==> src/rtl/i2s_master.sv <==
// Clock-master Philips I2S engine: 64-bit frames, 32-bit slots, MSB-first
// left-justified samples, valid/ready tx holding register, one rx pulse per frame.
module i2s_master #(
   parameter int SCLK_DIV = 8,
   parameter int DATA_W   = 24
) (
   input  logic              clk_clk,
   input  logic              reset_reset_n,
   input  logic              enable,
   input  logic [DATA_W-1:0] tx_left,
   input  logic [DATA_W-1:0] tx_right,
   input  logic              tx_valid,
   output logic              tx_ready,
   output logic [DATA_W-1:0] rx_left,
   output logic [DATA_W-1:0] rx_right,
   output logic              rx_valid,
   output logic              underrun,
   output logic              i2s_sclk,
   output logic              i2s_lrclk,
   output logic              i2s_dout,
   input  logic              i2s_din
);

   localparam int                DIV_W    = (SCLK_DIV > 1) ? $clog2(SCLK_DIV) : 1;
   localparam logic [DIV_W-1:0]  DIV_LAST = DIV_W'(SCLK_DIV - 1);
   localparam logic [5:0]        L_LAST   = 6'(DATA_W);
   localparam logic [5:0]        R_FIRST  = 6'd33;
   localparam logic [5:0]        R_LAST   = 6'(32 + DATA_W);

   typedef enum logic [1:0] {IDLE, RUN, STOPPING} state_t;

   state_t            state;
   logic [DIV_W-1:0]  div_cnt;
   logic [5:0]        bit_cnt;
   logic              hold_full;
   logic              rx_pend;
   logic [DATA_W-1:0] hold_l, hold_r;
   logic [DATA_W-1:0] tx_l, tx_r;
   logic [DATA_W-1:0] rx_l, rx_r;

   logic       tick, fall, rise, load, take;
   logic [5:0] bit_nxt;

   function automatic logic in_left(input logic [5:0] b);
      return (b != 6'd0) && (b <= L_LAST);
   endfunction

   function automatic logic in_right(input logic [5:0] b);
      return (b >= R_FIRST) && (b <= R_LAST);
   endfunction

   assign tick     = (state != IDLE) && (div_cnt == DIV_LAST);
   assign fall     = tick & i2s_sclk;
   assign rise     = tick & ~i2s_sclk;
   assign bit_nxt  = bit_cnt + 6'd1;
   assign load     = fall && (bit_cnt == 6'd63);
   assign take     = tx_valid & ~hold_full;
   assign tx_ready = ~hold_full;

   always_ff @(posedge clk_clk) begin
      if (!reset_reset_n) begin
         state     <= IDLE;
         div_cnt   <= '0;
         bit_cnt   <= 6'd63;
         i2s_sclk  <= 1'b1;
         i2s_lrclk <= 1'b1;
         i2s_dout  <= 1'b0;
         hold_full <= 1'b0;
         rx_pend   <= 1'b0;
         rx_valid  <= 1'b0;
         underrun  <= 1'b0;
         rx_left   <= '0;
         rx_right  <= '0;
      end else begin
         rx_valid <= rx_pend;
         rx_pend  <= 1'b0;
         underrun <= 1'b0;

         case (state)
            IDLE:     if (enable) state <= RUN;
            RUN:      if (!enable) state <= STOPPING;
            STOPPING: begin
               if (enable)
                  state <= RUN;
               else if (rise && bit_cnt == 6'd63)
                  state <= IDLE;
            end
            default:  state <= IDLE;
         endcase

         if (state != IDLE)
            div_cnt <= tick ? '0 : div_cnt + DIV_W'(1);
         if (tick)
            i2s_sclk <= ~i2s_sclk;

         // fall event: advance bit, drive lrclk/dout for the new bit
         if (fall) begin
            bit_cnt   <= bit_nxt;
            i2s_lrclk <= bit_nxt[5];
            if (in_left(bit_nxt))
               i2s_dout <= tx_l[DATA_W-1];
            else if (in_right(bit_nxt))
               i2s_dout <= tx_r[DATA_W-1];
            else
               i2s_dout <= 1'b0;
         end

         // last right bit captured on this rise; present it next cycle
         if (rise && bit_cnt == R_LAST)
            rx_pend <= 1'b1;
         if (rx_pend) begin
            rx_left  <= rx_l;
            rx_right <= rx_r;
         end

         if (load && hold_full)
            hold_full <= 1'b0;
         else if (take)
            hold_full <= 1'b1;
         if (load && !hold_full)
            underrun <= 1'b1;
      end
   end

   always_ff @(posedge clk_clk) begin
      if (take) begin
         hold_l <= tx_left;
         hold_r <= tx_right;
      end
      if (load) begin
         tx_l <= hold_full ? hold_l : '0;
         tx_r <= hold_full ? hold_r : '0;
      end else if (fall && in_left(bit_nxt)) begin
         tx_l <= tx_l << 1;
      end else if (fall && in_right(bit_nxt)) begin
         tx_r <= tx_r << 1;
      end
      if (rise && in_left(bit_cnt))
         rx_l <= {rx_l[DATA_W-2:0], i2s_din};
      if (rise && in_right(bit_cnt))
         rx_r <= {rx_r[DATA_W-2:0], i2s_din};
   end

endmodule

==> config.mk <==
export PLATFORM = sky130hd
export DESIGN_NAME = i2s_master
export DESIGN_NICKNAME = d
export VERILOG_FILES = /design/src/rtl/i2s_master.sv
export SDC_FILE = /design/constraint.sdc
export NUM_CORES = 1
export LEC_CHECK = 0
export BUFFER_PORTS_ARGS = -buffer_cell sky130_fd_sc_hd__buf_4
export CAP_MARGIN = 20
export CORE_MARGIN = 3
export CORE_UTILIZATION = 25
export DETAILED_ROUTE_END_ITERATION = 8
export MAX_ROUTING_LAYER = met4
export PLACE_DENSITY = 0.49
export SLEW_MARGIN = 20
export SYNTH_ARGS = -nofsm -noshare
export SYNTH_HDL_FRONTEND = slang
export SYNTH_SLANG_ARGS = --single-unit
==> constraint.sdc <==
create_clock -name clk_clk -period 3 [get_ports clk_clk]
set_input_delay 0.15 -clock clk_clk [delete_from_list [all_inputs] [get_ports clk_clk]]
set_output_delay 0.15 -clock clk_clk [all_outputs]
set_load 0.02 [all_outputs]
==> flow_summary.toml <==
[status]
outcome = "finished, final reports clean"

[sta]
hold_violations = 0
grt_setup_unrepaired = "false"
fin_crit_sh = 0.771
worst_pin_slew_ps = 956
slew_headroom = 0.362
setup_slack_ps = 686
setup_violations = 0
fin_setup_tns_ps = 0
drv_slew = 0
min_period_ps = 2310
max_freq_mhz = 432
finClkSkew_ps = 26.3
hold_ws_ps = 111

[route]
viasPerCell = 4.08
drc = 0
drtAntennaViolNets = 0
drtPass1Iterations = 4
wl_mm = 15.4
wl_per_cell_um = 13.4
via_count = 4710
first_iter_violations = 306

[logic_synthesis]
yosysTopAreaCell = "edfxtp_1"
synthArstFlopShare = 0
syn_avg_cell_area_um2 = 13.4
synth_edf_count = 144
synth_compound_area_frac = 0.0244
synth_fa_ha_area_frac = 0.00963
synth_seq_cells = 209
synth.top_cell.area_share = 0.555
ys_seq_area_frac = 0.722
syn_nets = 641
synthMuxAreaShare = 0.0616
syn_area_um2 = 7800
synth_top_flop_cell = "edfxtp_1"
synthXorXnorAreaFrac = 0.00562
postSynthCellCount = 582
yosys-top-cells-area = "edfxtp_1 55%, dfxtp_1 17%, mux2i_1 6.2%"
yosys_warnings = 0
synth_top_family_by_area = "simple AND/OR/NAND/NOR gates"
yosysUniqueCellTypes = 40
synth_common_cells = "144 x edfxtp_1, 104 x nand2_1, 65 x dfxtp_1, 53 x nor2b_1, 50 x nand3_1"
synthSimpleGateAreaFrac = 0.150
post-synth-top-count-cell = "edfxtp_1"

[finish]
syn_to_final_growth_pct = 32.9
fin_area_um2 = 10400
layout.nets = 799
num_antenna_cells = 0
n_fill_cell = 3015
drive_above_1_share = 0.215

[pwr]
powerDensity_nw_per_um2 = 607
power_mw = 6.29
pwr-share-seq = 0.498
clockPowerShare = 0.476
ir_worst_vdd_mv = 0.423
p_comb_frac = 0.026
p_leak_nw = 3.86
p_int_mw = 5.05
switching_share = 0.196
switchingPower_mw = 1.23

[clocking]
insertion_delay_ps = 510
clock_path_buffers = 3
cts.sinks = 209
cts_root_buffer = "clkbuf_16"
ctsResizeCount = 0
numCtsBuffers = 24
cts_tree = "built"
htree_levels = 1
clk_pin_slew_ps = 60

[global_routing]
grt.overflow.total = 0
grt_usage = 0.0937
first_global_vias = 4728
antenna_found_initial = 0
use_met3 = 0.0189
busiest_layer = "met2"
grtUsageMet1 = 0.133
met2_usage = 0.136
grt_pass1_wl_mm = 25.1
grt_max_degree = 66

[placed_design]
place_area_um2 = 9030
portBuffers = 106
pre_cts_ws_ps = 667
place_congestion = 0.695
hpwl_mm = 9.12

[worst_setup_path]
cp-end-kind = "flip-flop"
crit_fanout = 46
r2r_setup_slack_ps = 690
criticalPathCategory = "reg -> reg"
crit_start = "div_cnt[0]"
crit_end = "tx_l[20]"
cpPeakStageDelay_ps = 430
cp-start-kind = "flip-flop"
worstPathRequired_ps = 3260
rr_worst_depth = 8
path_cells = "ha_1 -> ha_1 -> o21ai_2 -> or2_1 -> or3_4 -> buf_4 -> nand2_1 -> nand2_1"
worst_path_max_delay_cell = "or3_4"
r2r_end = "tx_l[20]"
cp_data_arrival_time_ps = 2580
reg2reg_from = "div_cnt[0]"

[flow_run]
max_cap_violations = 0

[worst_hold_path]
hold_path.class = "in -> reg"

[floorplan]
rows = 64
die_h_um = 183
io_pins = 107
dieArea_um2 = 33300
fp.dieW_um = 183
start_util = 0.254
coreArea_um2 = 30700
-- cell usage in the layout, fill, tap and decap left out, types with 6 or more instances in the layout --
cell type	count
inv_1	9
nor2_1	7
edfxtp_1	144
nor2b_1	52
clkbuf_16	26
a21oi_1	8
dlygate4sd3_1	51
nand2_1	104
buf_4	114
ha_1	6
dfxtp_1	63
nor3_1	6
mux2i_1	48
clkinv_2	6
nand3_1	50
-- cell families (layout without fill, tap and decap cells) --
group,count (synthesis),count (layout)
flip-flops,209,209
AND/OR/NAND/NOR,241,241
AO/OA/AOI/OAI,29,29
multiplexers,48,48
XOR/XNOR,5,5
buffers and inverters,44,220
adder cells (fa/ha/maj),6,6
-- sequential cells by signal (all words and copies together) (netlist names), 24 cells and up --
register,count
rx_left,24
hold_l,24
rx_right,24
rx_l,24
hold_r,24
tx_r,24
rx_r,24
tx_l,24
-- how the worst min path moves through the flow --
stage,start,to,slack (ps),cells after the start
after floorplan,enable,state[1],230,1
after global placement,tx_left[6],hold_l[6],330,1
after detailed placement,enable,state[1],330,2
after CTS,reset_reset_n,bit_cnt[4],100,2
after global routing,reset_reset_n,bit_cnt[4],130,2
final,reset_reset_n,bit_cnt[4],110,2
-- per-layer routing --
metal / wire length [um] / vias up
met5: 0 / -
met4: 361 / 0
met3: 751 / 27
met2: 6520 / 124
met1: 7810 / 2191
li1: - / 2368
-- per-stage QoR --
stage,utilization,instances
after global routing,0.338,1154
after CTS,0.338,1154
after floorplan,-,582
final,0.338,1154
after global placement,0.294,1059
after detailed placement,0.294,1059
-- what timing repair did --
action                                  CTS  global route
setup buffers                             0             0
endpoints found under the setup margin    0             0
hold endpoints to repair                 53             0
hold buffers                             51             0
-- power groups by stage --
stage	clock [mW]	combinational (mW)	sequential, mW
global route	3.20	0.179	3.14
finish	2.99	0.164	3.13
floorplan	0	0.0515	3.18
detailed placement	0	0.113	3.19
global placement	0	0.113	3.19
CTS	3.09	0.166	3.13
-- worst max-delay path: cells and delay by family (launching register included) --
kind / cells / cell delay, ps
AO/OA/AOI/OAI: 1 / 100
adder cells (fa/ha/maj): 2 / 360
buffers and inverters: 1 / 280
flip-flops: 1 / 350
AND/OR/NAND/NOR: 4 / 970
-- cell type report --
type / instances / area (um2) / area share
timing repair buffer: 167 / 1410 / 0.136
clock buffer: 35 / 724 / 0.0699
sequential: 209 / 5630 / 0.543
multi-input combinational: 329 / 1980 / 0.191
tap: 396 / 495 / 0.0478
inverter: 9 / 33.8 / 0.00326
clock inverter: 9 / 96.3 / 0.00930
Note: power is estimated with default switching activity, not from simulation.
